File: src/rtl/mem_access_unit.sv
// MEM-stage load/store unit: issues request/acknowledge data-memory accesses,
// builds byte enables and lane-replicated store data, aligns and extends load
// results, and holds the upstream pipeline while an access is outstanding.
module mem_access_unit #(
    parameter int TIMEOUT = 255,
    parameter int CNT_W   = 8
) (
    input  logic        clk,
    input  logic        rst,
    input  logic [31:0] addr,
    input  logic [31:0] wdata,
    input  logic        mem_read,
    input  logic        mem_write,
    input  logic        extend_sign,
    input  logic [1:0]  wl,
    output logic        dmem_req,
    output logic        dmem_we,
    output logic [31:0] dmem_addr,
    output logic [3:0]  dmem_be,
    output logic [31:0] dmem_wdata,
    input  logic        dmem_ack,
    input  logic [31:0] dmem_rdata,
    output logic [31:0] load_data,
    output logic        stall,
    output logic        misalign,
    output logic        bus_err
);

    localparam logic [1:0] IDLE = 2'd0;
    localparam logic [1:0] REQ  = 2'd1;
    localparam logic [1:0] DONE = 2'd2;

    logic [1:0]       state;
    logic [CNT_W-1:0] cnt;
    logic [1:0]       lane_q;
    logic [1:0]       wl_q;
    logic             sign_q;
    logic             access;
    logic             is_misaligned;
    logic             start;

    function automatic logic misaligned_f(input logic [1:0] w, input logic [1:0] a);
        case (w)
            2'b00:   misaligned_f = 1'b0;
            2'b01:   misaligned_f = a[0];
            default: misaligned_f = (a != 2'b00);
        endcase
    endfunction

    function automatic logic [3:0] be_f(input logic [1:0] w, input logic [1:0] a);
        case (w)
            2'b00:   be_f = 4'b0001 << a;
            2'b01:   be_f = a[1] ? 4'b1100 : 4'b0011;
            default: be_f = 4'b1111;
        endcase
    endfunction

    function automatic logic [31:0] wdata_f(input logic [1:0] w, input logic [31:0] d);
        case (w)
            2'b00:   wdata_f = {4{d[7:0]}};
            2'b01:   wdata_f = {2{d[15:0]}};
            default: wdata_f = d;
        endcase
    endfunction

    function automatic logic [31:0] load_f(input logic [1:0] w, input logic [1:0] a,
                                           input logic sx, input logic [31:0] r);
        logic [7:0]  b;
        logic [15:0] h;
        b = r[{a, 3'b000} +: 8];
        h = a[1] ? r[31:16] : r[15:0];
        case (w)
            2'b00:   load_f = {{24{sx & b[7]}}, b};
            2'b01:   load_f = {{16{sx & h[15]}}, h};
            default: load_f = r;
        endcase
    endfunction

    assign access        = mem_read | mem_write;
    assign is_misaligned = misaligned_f(wl, addr[1:0]);
    assign start         = (state == IDLE) && access && !is_misaligned;

    // Outputs that react to EX/MEM inputs in the same cycle are gated by reset
    // so the pipeline is released the moment reset is applied.
    assign stall    = rst && ((state == REQ) || start);
    assign misalign = rst && (state == IDLE) && access && is_misaligned;
    assign dmem_req = (state == REQ);

    // Access sequencing: latch the request, wait for ack or timeout, then
    // release the pipeline for one cycle.
    always_ff @(posedge clk or negedge rst) begin
        if (!rst) begin
            state      <= IDLE;
            cnt        <= '0;
            dmem_we    <= 1'b0;
            dmem_addr  <= '0;
            dmem_be    <= '0;
            dmem_wdata <= '0;
            load_data  <= '0;
            bus_err    <= 1'b0;
            lane_q     <= '0;
            wl_q       <= '0;
            sign_q     <= 1'b0;
        end else begin
            bus_err <= 1'b0;
            case (state)
                IDLE: begin
                    if (start) begin
                        dmem_addr  <= {addr[31:2], 2'b00};
                        dmem_be    <= be_f(wl, addr[1:0]);
                        dmem_wdata <= wdata_f(wl, wdata);
                        dmem_we    <= mem_write;
                        lane_q     <= addr[1:0];
                        wl_q       <= wl;
                        sign_q     <= extend_sign;
                        cnt        <= '0;
                        state      <= REQ;
                    end
                end
                REQ: begin
                    cnt <= cnt + 1'b1;
                    if (dmem_ack) begin
                        if (!dmem_we)
                            load_data <= load_f(wl_q, lane_q, sign_q, dmem_rdata);
                        state <= DONE;
                    end else if (cnt == CNT_W'(TIMEOUT - 1)) begin
                        bus_err <= 1'b1;
                        if (!dmem_we)
                            load_data <= '0;
                        state <= DONE;
                    end
                end
                DONE: begin
                    cnt   <= '0;
                    state <= IDLE;
                end
                default: state <= IDLE;
            endcase
        end
    end

endmodule

File: config.mk
export PLATFORM = sky130hd
export DESIGN_NAME = mem_access_unit
export DESIGN_NICKNAME = d
export VERILOG_FILES = /design/src/rtl/mem_access_unit.sv
export SDC_FILE = /design/constraint.sdc
export NUM_CORES = 1
export LEC_CHECK = 0
export BUFFER_PORTS_ARGS = -buffer_cell sky130_fd_sc_hd__buf_2
export CAP_MARGIN = 25
export CORE_MARGIN = 1.5
export CORE_UTILIZATION = 46
export CTS_BUF_LIST = sky130_fd_sc_hd__clkbuf_8
export DETAILED_ROUTE_END_ITERATION = 8
export GPL_TIMING_DRIVEN = 1
export PLACE_DENSITY = 0.79
export SLEW_MARGIN = 20
export SYNTH_ARGS = -nofsm -noshare
export SYNTH_HDL_FRONTEND = slang
export SYNTH_SLANG_ARGS = --single-unit
File: constraint.sdc
create_clock -name clk -period 1.77 [get_ports clk]
set_input_delay 0.0885 -clock clk [delete_from_list [all_inputs] [get_ports clk]]
set_output_delay 0.0885 -clock clk [all_outputs]
set_load 0.01 [all_outputs]
==> impl_metrics.yaml, run 1 <==
logic_synthesis:
  synth-seq-cells: 115
  synth-main-ff-cell: "dfrtp_1"
  synth_edf_count: 0
  ys_async_sr_fraction_pct: 100
  synth_area_sq_um: 5440
  ys_types: 46
  synth.avg_cell_area_sq_um: 9.55
  yosys_warnings: 0
  syn_inst: 569
  ys_seq_area_share_pct: 52.9
pwr:
  power_mw: 12.0
  p_leak_nw: 4.19
  power_density_nw_per_um2: 1440
  vdd_drop_max_v: 0.000957
finish:
  fin_cells: 1049
  antenna_cells: 0
  layout-drive-gt1-share_pct: 35.1
  nets: 999
  area_growth_syn_to_layout_pct: 53.2
  final_cell_mix: "205 x buf_2, 154 x nand2_1, 113 x dfrtp_1"
  final_util_pct: 72.6
  mostFrequentLayoutCell: "buf_2"
global_routing:
  grt_pass1_wl_mm: 29.4
  grt_max_degree: 89
  gr-total-overflow: 0
  antenna_found_initial: 0
  grt_pass1_vias: 5910
  grt_usage_pct: 29.8
place:
  pre_cts_ws_ns: -0.180
  dp_hpwl_mm: 11.0
  finalWeightedCongestion: 0.872
  dp_cells: 915
  numPortBuffers: 206
worst_setup_path:
  crit_family: "simple AND/OR/NAND/NOR gates"
  r2r_slack_ns: 0.04
  cpPeakStageDelay_ns: 0.43
  slowest_stage: "dfrtp_2"
  crit_buf_inv: 1
  crit_required_ns: 1.68
  ff2ff_path_depth: 7
  cp.arrival_ns: 1.70
  end_kind: "output pin"
  r2r-end: "load_data[3]"
  crit_chain: "or2_4, nor2_4, nand2_2, nor3_2, buf_2"
  rr_startpoint: "state[1]"
  path_class: "reg2out"
  crit_path_start_kind: "flop"
  cp_max_fo: 4
sta:
  fmax_mhz: 560
  max_slew_margin_pct: 59.9
  finClkSkew_ns: 0.00561
  tightest_slew_ns: 0.596
  setup_viol: 1
  timing.final.crit_share_pct: 101
  setup_ws_ns: -0.0170
  grt_setup_unrepaired: "yes"
  report.final.slew_viol_count: 0
  min_period_ns: 1.79
  hold_viol: 0
floorplan:
  core_area_sq_um: 11500
  fp-row-count: 39
  ios: 209
  initial_core_util_pct: 47.4
  die_x_um: 112
  die_area_sq_um: 12500
  die_height_um: 112
run:
  maxCapViolCount: 0
min_path:
  hold_path_class: "in2reg"
  min-delay-start: "dmem_rdata[11]"
  min_to: "load_data[11]"
  holdPathStages: 3
routing:
  ant_nets: 0
  wl_mm: 18.6
  wire_per_inst_um: 17.7
  vias: 5749
  drt-pass1-iter-count: 5
  drc: 0
  avgViaCountPerCell: 5.48
  drt_iter0_drc: 384
clocking:
  cts_tree: "yes"
  clkTransAtPathRegs_ns: 0.07
  clk_latency_ns: 0.44
  h-tree-depth: 4
  cts_buffers: 17
  ctsRootBufferMaster: "clkbuf_8"
  clkSinkCount: 115
  clockBufferDepth: 2
run_status:
  status: "finished with violations"
  violations: "setup timing"
==> synthesized netlist by cell type, drive strengths merged (6+ instances only) <==
cell | count | share of area, %
nand2 | 156 | 11
dfrtp | 115 | 53
o21ai | 60 | 5.5
mux2i | 28 | 5.2
nor2 | 26 | 1.8
clkbuf | 22 | 1.5
a21oi | 20 | 1.8
buf | 18 | 2.1
a221o | 16 | 3.2
nor3 | 10 | 0.92
o2bb2ai | 10 | 1.6
nand2b | 8 | 0.92
a31oi | 6 | 0.69
a32o | 6 | 1.1
inv | 6 | 0.41
mux2 | 6 | 1.2
==> cells by family after synthesis <==
logic type      count (synthesis)  share of synthesized area [%]
simple gates                  226                           17.4
compound gates                142                           18.3
flops                         115                           52.9
buf+inv                        48                           4.19
mux                            34                           6.40
fa+ha+maj                       2                          0.460
other cells                     1                         0.0690
xor+xnor                        1                          0.161
==> repair_timing <==
action,in CTS,in global routing
buffers inserted,3,4
endpoints found under the setup margin,31,29
gates cloned,0,1
resized for setup,9,11
hold buffers,93,1
pin swaps,1,6
hold endpoints to repair,122,1
==> worst max-delay path by stage <==
stage	depth (start not counted)	slack [ns]	endpoint	start
floorplan	5	0.06	load_data[28]	lane_q[0]
global placement	7	-0.09	load_data[2]	cnt[0]
detailed placement	7	-0.18	load_data[5]	cnt[0]
CTS	5	-0.03	misalign	state[1]
global route	5	-0.12	misalign	state[1]
finish	5	-0.02	misalign	state[1]
==> report_power, final <==
group	leakage [nW]	internal (mW)	switching [mW]
clock network	0.241	1.77	1.08
registers	1.45	3.66	0.642
logic	2.50	2.14	2.70
total	4.19	7.57	4.41
==> per-stage QoR <==
stage / hold slack, ns / cell area (sq um) / TNS [ns]
final: 0.0290 / 8320 / -0.0170
after detailed placement: 0.0579 / 6800 / -2.58
after global placement: 0.0441 / 6800 / -1.08
after global routing: 0.0162 / 8320 / -0.320
after CTS: 0.000784 / 8240 / -0.0280
after floorplan: -0.207 / 5440 / 0
==> layout make-up <==
class	instances	area, sq um
Clock buffer	20	275
Clock inverter	12	185
Fill cell	746	3140
Inverter	8	30.0
Multi-Input combinational cell	408	2420
Sequential cell	115	2880
Tap cell	143	179
Timing Repair Buffer	343	2350
==> layer usage <==
layer	vias up	wire [um]	GRT usage, %
li1	2639	-	-
met1	2727	7010	34.7
met2	329	9400	52.2
met3	54	1630	8.49
met4	0	521	11.4
met5	-	0	0
==> tightest hold or removal path, cell delays in order <==
cell and delay [ns]:
buf_2 0.09, nand2b_1 0.10, a32o_1 0.16
==> flip-flops by register name (all words and copies together) (netlist names) <==
signal      count
bus_err         1
cnt             8
dmem_addr      30
dmem_be         4
dmem_wdata     32
dmem_we         1
lane_q          2
load_data      32
sign_q          1
state           2
wl_q            2
(Power assumes the default switching activity.)
==> inputs of run 2 (changes only) <==
- ABC_AREA: unset -> 1
- CTS_CLUSTER_DIAMETER: unset -> 120
==> run 2 against run 1 <==
The flow now finishes without violations. Cell count up 11%. Core utilization is 4.5 points lower. Register-to-register slack gained 0.09 ns. Hold slack worse by 0.0025 ns. Area after synthesis rose by 1.9%. Sequential share of layout area increased by 2.0 points. Via count increased by 2.7%. Count of clock-buffer cells in the layout decreased by 1. Fmax is 5.3% higher. Cell area fell by 5.5%. Die area rose by 1.9%. Critical path type unchanged.
==> impl_metrics.yaml, run 2 <==
run_status:
  status: "completed"
logic_synthesis:
  synth-main-ff-cell: "dfrtp_1"
  synthTopCellsByCount: "381 x nand2_1, 115 x dfrtp_1, 45 x nor2_1"
  synth.most_common_cell: "nand2_1"
  yosys_warnings: 0
  ys_seq_area_share_pct: 52.0
  yosysTopAreaCell: "dfrtp_1"
  synth.avg_cell_area_sq_um: 7.64
  syn_inst: 725
  synthTopCellsByArea: "dfrtp_1 52%, nand2_1 26%, nand3_1 3.1%"
  ys_async_sr_fraction_pct: 100
  synth_edf_count: 0
  ys_types: 33
  yosysTopAreaCellShare_pct: 52.0
  synth_area_sq_um: 5540
  synth-seq-cells: 115
routing:
  drt-pass1-iter-count: 6
  avgViaCountPerCell: 5.06
  ant_nets: 0
  vias: 5905
  wire_per_inst_um: 15.0
  wl_mm: 17.4
  drc: 0
  drt_iter0_drc: 463
floorplan:
  core_area_sq_um: 11600
  ios: 209
  die_x_um: 113
  fp-row-count: 39
  die_area_sq_um: 12700
  initial_core_util_pct: 47.9
  die_height_um: 113
place:
  dp_hpwl_mm: 10.8
  numPortBuffers: 206
  dp_cells: 1055
  dpl_cell_area_sq_um: 6660
  finalWeightedCongestion: 0.905
  pre_cts_ws_ns: 0.0497
worst_setup_path:
  rr_startpoint: "state[1]"
  cpPeakStageDelay_ns: 0.42
  path_class: "reg2out"
  crit_chain: "or2_4, nor2_4, nand2_4, a21oi_1, buf_2"
  r2r-end: "dmem_be[0]"
  ff2ff_path_depth: 7
  startpoint: "state[1]"
  slowest_stage: "dfrtp_1"
  cp_max_fo: 5
  crit_required_ns: 1.68
  cp.arrival_ns: 1.61
  end_kind: "output pin"
  crit_end: "stall"
  r2r_slack_ns: 0.13
  crit_path_start_kind: "flop"
sta:
  fin_setup_tns_ns: 0
  tightest_slew_ns: 0.611
  min_period_ns: 1.70
  setup_viol: 0
  setup_ws_ns: 0.0728
  grt_setup_unrepaired: "no"
  report.final.slew_viol_count: 0
  max_slew_margin_pct: 59.2
  timing.final.crit_share_pct: 95.9
  finClkSkew_ns: 0.0133
  hold_viol: 0
  fmax_mhz: 589
clocking:
  cts_buffers: 17
  ctsRootBufferMaster: "clkbuf_8"
  clkSinkCount: 115
  clkTransAtPathRegs_ns: 0.07
  clockBufferDepth: 2
  cts_tree: "yes"
  h-tree-depth: 4
  clk_latency_ns: 0.43
finish:
  reg_top3: "dmem_wdata (32), load_data (32), dmem_addr (30)"
  fin_cells: 1166
  antenna_cells: 0
  final_cell_mix: "381 x nand2_1, 205 x buf_2, 114 x dfrtp_1"
  area_growth_syn_to_layout_pct: 42.1
  final_cell_area_sq_um: 7870
  nets: 1117
  layout-drive-gt1-share_pct: 26.6
  mostFrequentLayoutCell: "nand2_1"
global_routing:
  grt_pass1_vias: 5815
  grt_max_degree: 116
  antenna_found_initial: 0
  gr-total-overflow: 0
  grt_pass1_wl_mm: 27.9
  grt_usage_pct: 27.8
run:
  maxCapViolCount: 0
pwr:
  power_density_nw_per_um2: 1450
  p_leak_nw: 4.42
  power_mw: 11.4
  vdd_drop_max_v: 0.000818
min_path:
  hold_path_class: "in2reg"
run 2: worst min path at each step:
stage	endpoint	start	slack (ns)	depth (start not counted)
after floorplan	bus_err	rst	-0.21	0
after global placement	cnt[5]	rst	0.23	2
after detailed placement	load_data[3]	rst	0.23	2
after CTS	load_data[16]	dmem_rdata[16]	0.00004	5
after global routing	load_data[16]	dmem_rdata[16]	0.02	5
final	load_data[27]	dmem_rdata[27]	0.03	5
run 2: cell type report:
class                   instances  area, sq um
clock buffers                  19          262
well taps                     143          179
fillers                       919         3690
multi-input cells             554         2360
clock inverters                12          141
repair buffers                300         1960
flip-flops and latches        115         2880
inverters                      23         88.8
run 2: kinds of logic after synthesis:
kind of cell / share of synthesized area, %
compound gates: 6.57
simple gates: 35.1
buf+inv: 5.83
flops: 52.0
other cells: 0.0677
fa+ha+maj: 0.452
run 2: layer usage:
| layer | wire length (um) | up-vias | GRT usage (%) |
|---|---|---|---|
| li1 | - | 2838 | - |
| met1 | 6990 | 2686 | 34.9 |
| met2 | 8290 | 330 | 45.3 |
| met3 | 1590 | 51 | 7.45 |
| met4 | 576 | 0 | 12.9 |
| met5 | 0 | - | 0 |
run 2: critical path, delay by kind of cell, from the launching register on:
kind | cells | cell delay (ns)
simple gates | 3 | 0.47
flops | 1 | 0.42
compound gates | 1 | 0.16
buf+inv | 1 | 0.15
run 2: what timing repair did:
| item | 4_1_cts | 5_1_grt |
|---|---|---|
| gates resized for setup | 0 | 3 |
| hold buffers | 77 | 0 |
| endpoints found under the setup margin | 0 | 95 |
| buffers inserted | 0 | 2 |
| endpoints found under the hold margin | 192 | 0 |
run 2: metrics by stage:
step           util (%)  hold slack (ns)
6_report           68.1           0.0265
5_1_grt            68.1           0.0174
4_1_cts            67.7        0.0000402
3_5_place_dp       57.6            0.228
3_3_place_gp       57.6            0.235
2_1_floorplan         -           -0.207
run 2: where the power goes:
group / switching (mW) / leakage (nW) / internal [mW] / total (mW)
registers: 0.707 / 1.44 / 3.68 / 4.39
clock network: 1.06 / 0.203 / 1.44 / 2.50
logic: 2.74 / 2.77 / 1.79 / 4.53
==> inputs of run 3 (changes only) <==
--- a/constraint.sdc
+++ b/constraint.sdc
@@ -3,2 +3,2 @@
 set_output_delay 0.0885 -clock clk [all_outputs]
-set_load 0.01 [all_outputs]
+set_load 0.1 [all_outputs]
==> run 3 against run 2 <==
The run now ends with setup timing left. Fmax down 4.4%. Sequential share of layout area down 0.70 points. Register-to-register slack worse by 0.04 ns. Worst setup slack worse by 0.078 ns. Highest routed layer unchanged. Core utilization up 1.3 points. Global-route usage up 2.0 points. Non-clock buffer count up 6. Critical endpoint unchanged. Critical path depth unchanged. Via count up 2.2%.
==> impl_metrics.yaml, run 3 (synthesized netlist as in run 2, its figures left out) <==
floorplan:
  die_height_um: 113
  ios: 209
  die_area_sq_um: 12700
  initial_core_util_pct: 47.9
  die_x_um: 113
  core_area_sq_um: 11600
  fp-row-count: 39
worst_setup_path:
  crit_buf_inv: 1
  path_depth: 5
  crit_chain: "or2_4, nor2_4, nand2_8, a21oi_4, buf_12"
  end_kind: "output pin"
  path_class: "reg2out"
  crit_family: "simple AND/OR/NAND/NOR gates"
  cp.arrival_ns: 1.69
  cp_max_fo: 3
  crit_path_start_kind: "flop"
  slowest_stage: "dfrtp_1"
  ff2ff_path_depth: 8
  crit_required_ns: 1.68
  cpPeakStageDelay_ns: 0.40
run_status:
  status: "finished with violations"
  violations: "setup timing"
clocking:
  cts_buffers: 17
  h-tree-depth: 4
  clockBufferDepth: 2
  cts_tree: "yes"
  ctsRootBufferMaster: "clkbuf_8"
  clk_latency_ns: 0.45
  clkSinkCount: 115
  clkTransAtPathRegs_ns: 0.07
global_routing:
  antenna_found_initial: 1
  grt_pass1_wl_mm: 29.6
  grt_max_degree: 116
  gr-total-overflow: 0
  grt_usage_pct: 29.8
  grt_pass1_vias: 6094
routing:
  avgViaCountPerCell: 5.14
  drt_iter0_drc: 540
  wl_mm: 18.6
  drt-pass1-iter-count: 5
  drc: 0
  ant_nets: 0
  wire_per_inst_um: 15.8
  vias: 6032
place:
  finalWeightedCongestion: 0.876
  pre_cts_ws_ns: 0.0836
  dp_hpwl_mm: 11.2
  numPortBuffers: 206
min_path:
  hold_path_class: "in2reg"
  holdPathStages: 5
sta:
  report.final.slew_viol_count: 0
  setup_ws_ns: -0.00483
  fin_setup_tns_ns: -0.00483
  grt_setup_unrepaired: "yes"
  max_slew_margin_pct: 58.0
  setup_viol: 1
  timing.final.crit_share_pct: 100
  min_period_ns: 1.77
  fmax_mhz: 563
  tightest_slew_ns: 0.629
  hold_viol: 0
  finClkSkew_ns: 0.0107
finish:
  area_growth_syn_to_layout_pct: 44.9
  final_cell_mix: "380 x nand2_1, 203 x buf_2, 114 x dfrtp_1"
  mostFrequentLayoutCell: "nand2_1"
  nets: 1123
  layout-drive-gt1-share_pct: 27.8
  reg_top3: "dmem_wdata (32), load_data (32), dmem_addr (30)"
run:
  maxCapViolCount: 0
==> run 3: area by class of cell <==
cell class                      count  area (sq um)
Clock buffer                       18           248
Inverter                           23          91.3
Fill cell                         907          3540
Clock inverter                     14           155
Sequential cell                   115          2880
Timing Repair Buffer              306          2070
Multi-Input combinational cell    554          2390
Antenna cell                        1          2.50
Tap cell                          143           179
==> run 3: worst paths after layout <==
path | startpoint | to | slack (ns)
setup / recovery | state[0] | stall | -0.005
hold / removal | dmem_rdata[5] | load_data[5] | 0.02
max in group asynchronous | rst | dmem_we | 0.97
setup reg to reg | state[0] | dmem_wdata[18] | 0.09
min in group asynchronous | rst | load_data[2] | 0.27
hold reg to reg | load_data[26] | load_data[26] | 0.48
==> run 3: per-layer routing <==
layer | wire length, um | GRT usage, % | vias up
met2 | 9160 | 50.7 | 319
met4 | 648 | 13.6 | 0
met3 | 1510 | 8.36 | 60
li1 | - | - | 2855
met1 | 7270 | 35.4 | 2798
met5 | 0 | 0 | -
==> run 3: tightest hold or removal path, stage by stage <==
cell and delay (ns):
buf_2 0.10, nand2_1 0.05, nand3_1 0.07, nand2_1 0.05, nand2_1 0.06
==> run 3: metrics by stage <==
stage | hold WS, ns | utilization (%) | cell area (sq um) | instances
floorplan | -0.207 | - | 5570 | 726
global placement | 0.266 | 58.2 | 6740 | 1056
detailed placement | 0.262 | 58.2 | 6740 | 1056
CTS | 0.00135 | 69.0 | 7980 | 1172
global route | 0.0185 | 69.4 | 8020 | 1174
finish | 0.0154 | 69.4 | 8020 | 1174
==> run 3: timing repair <==
item | CTS | global route
hold endpoints to repair | 195 | 0
pin swaps | 3 | 1
resized for setup | 1 | 5
setup buffers | 4 | 0
hold buffers | 79 | 0
cloned | 1 | 1
setup endpoints to repair | 1 | 39
Power of run 3 is left out: the tool's default activity adds up to more than one toggle a clock period on the data nets, which glitch-free logic cannot reach.
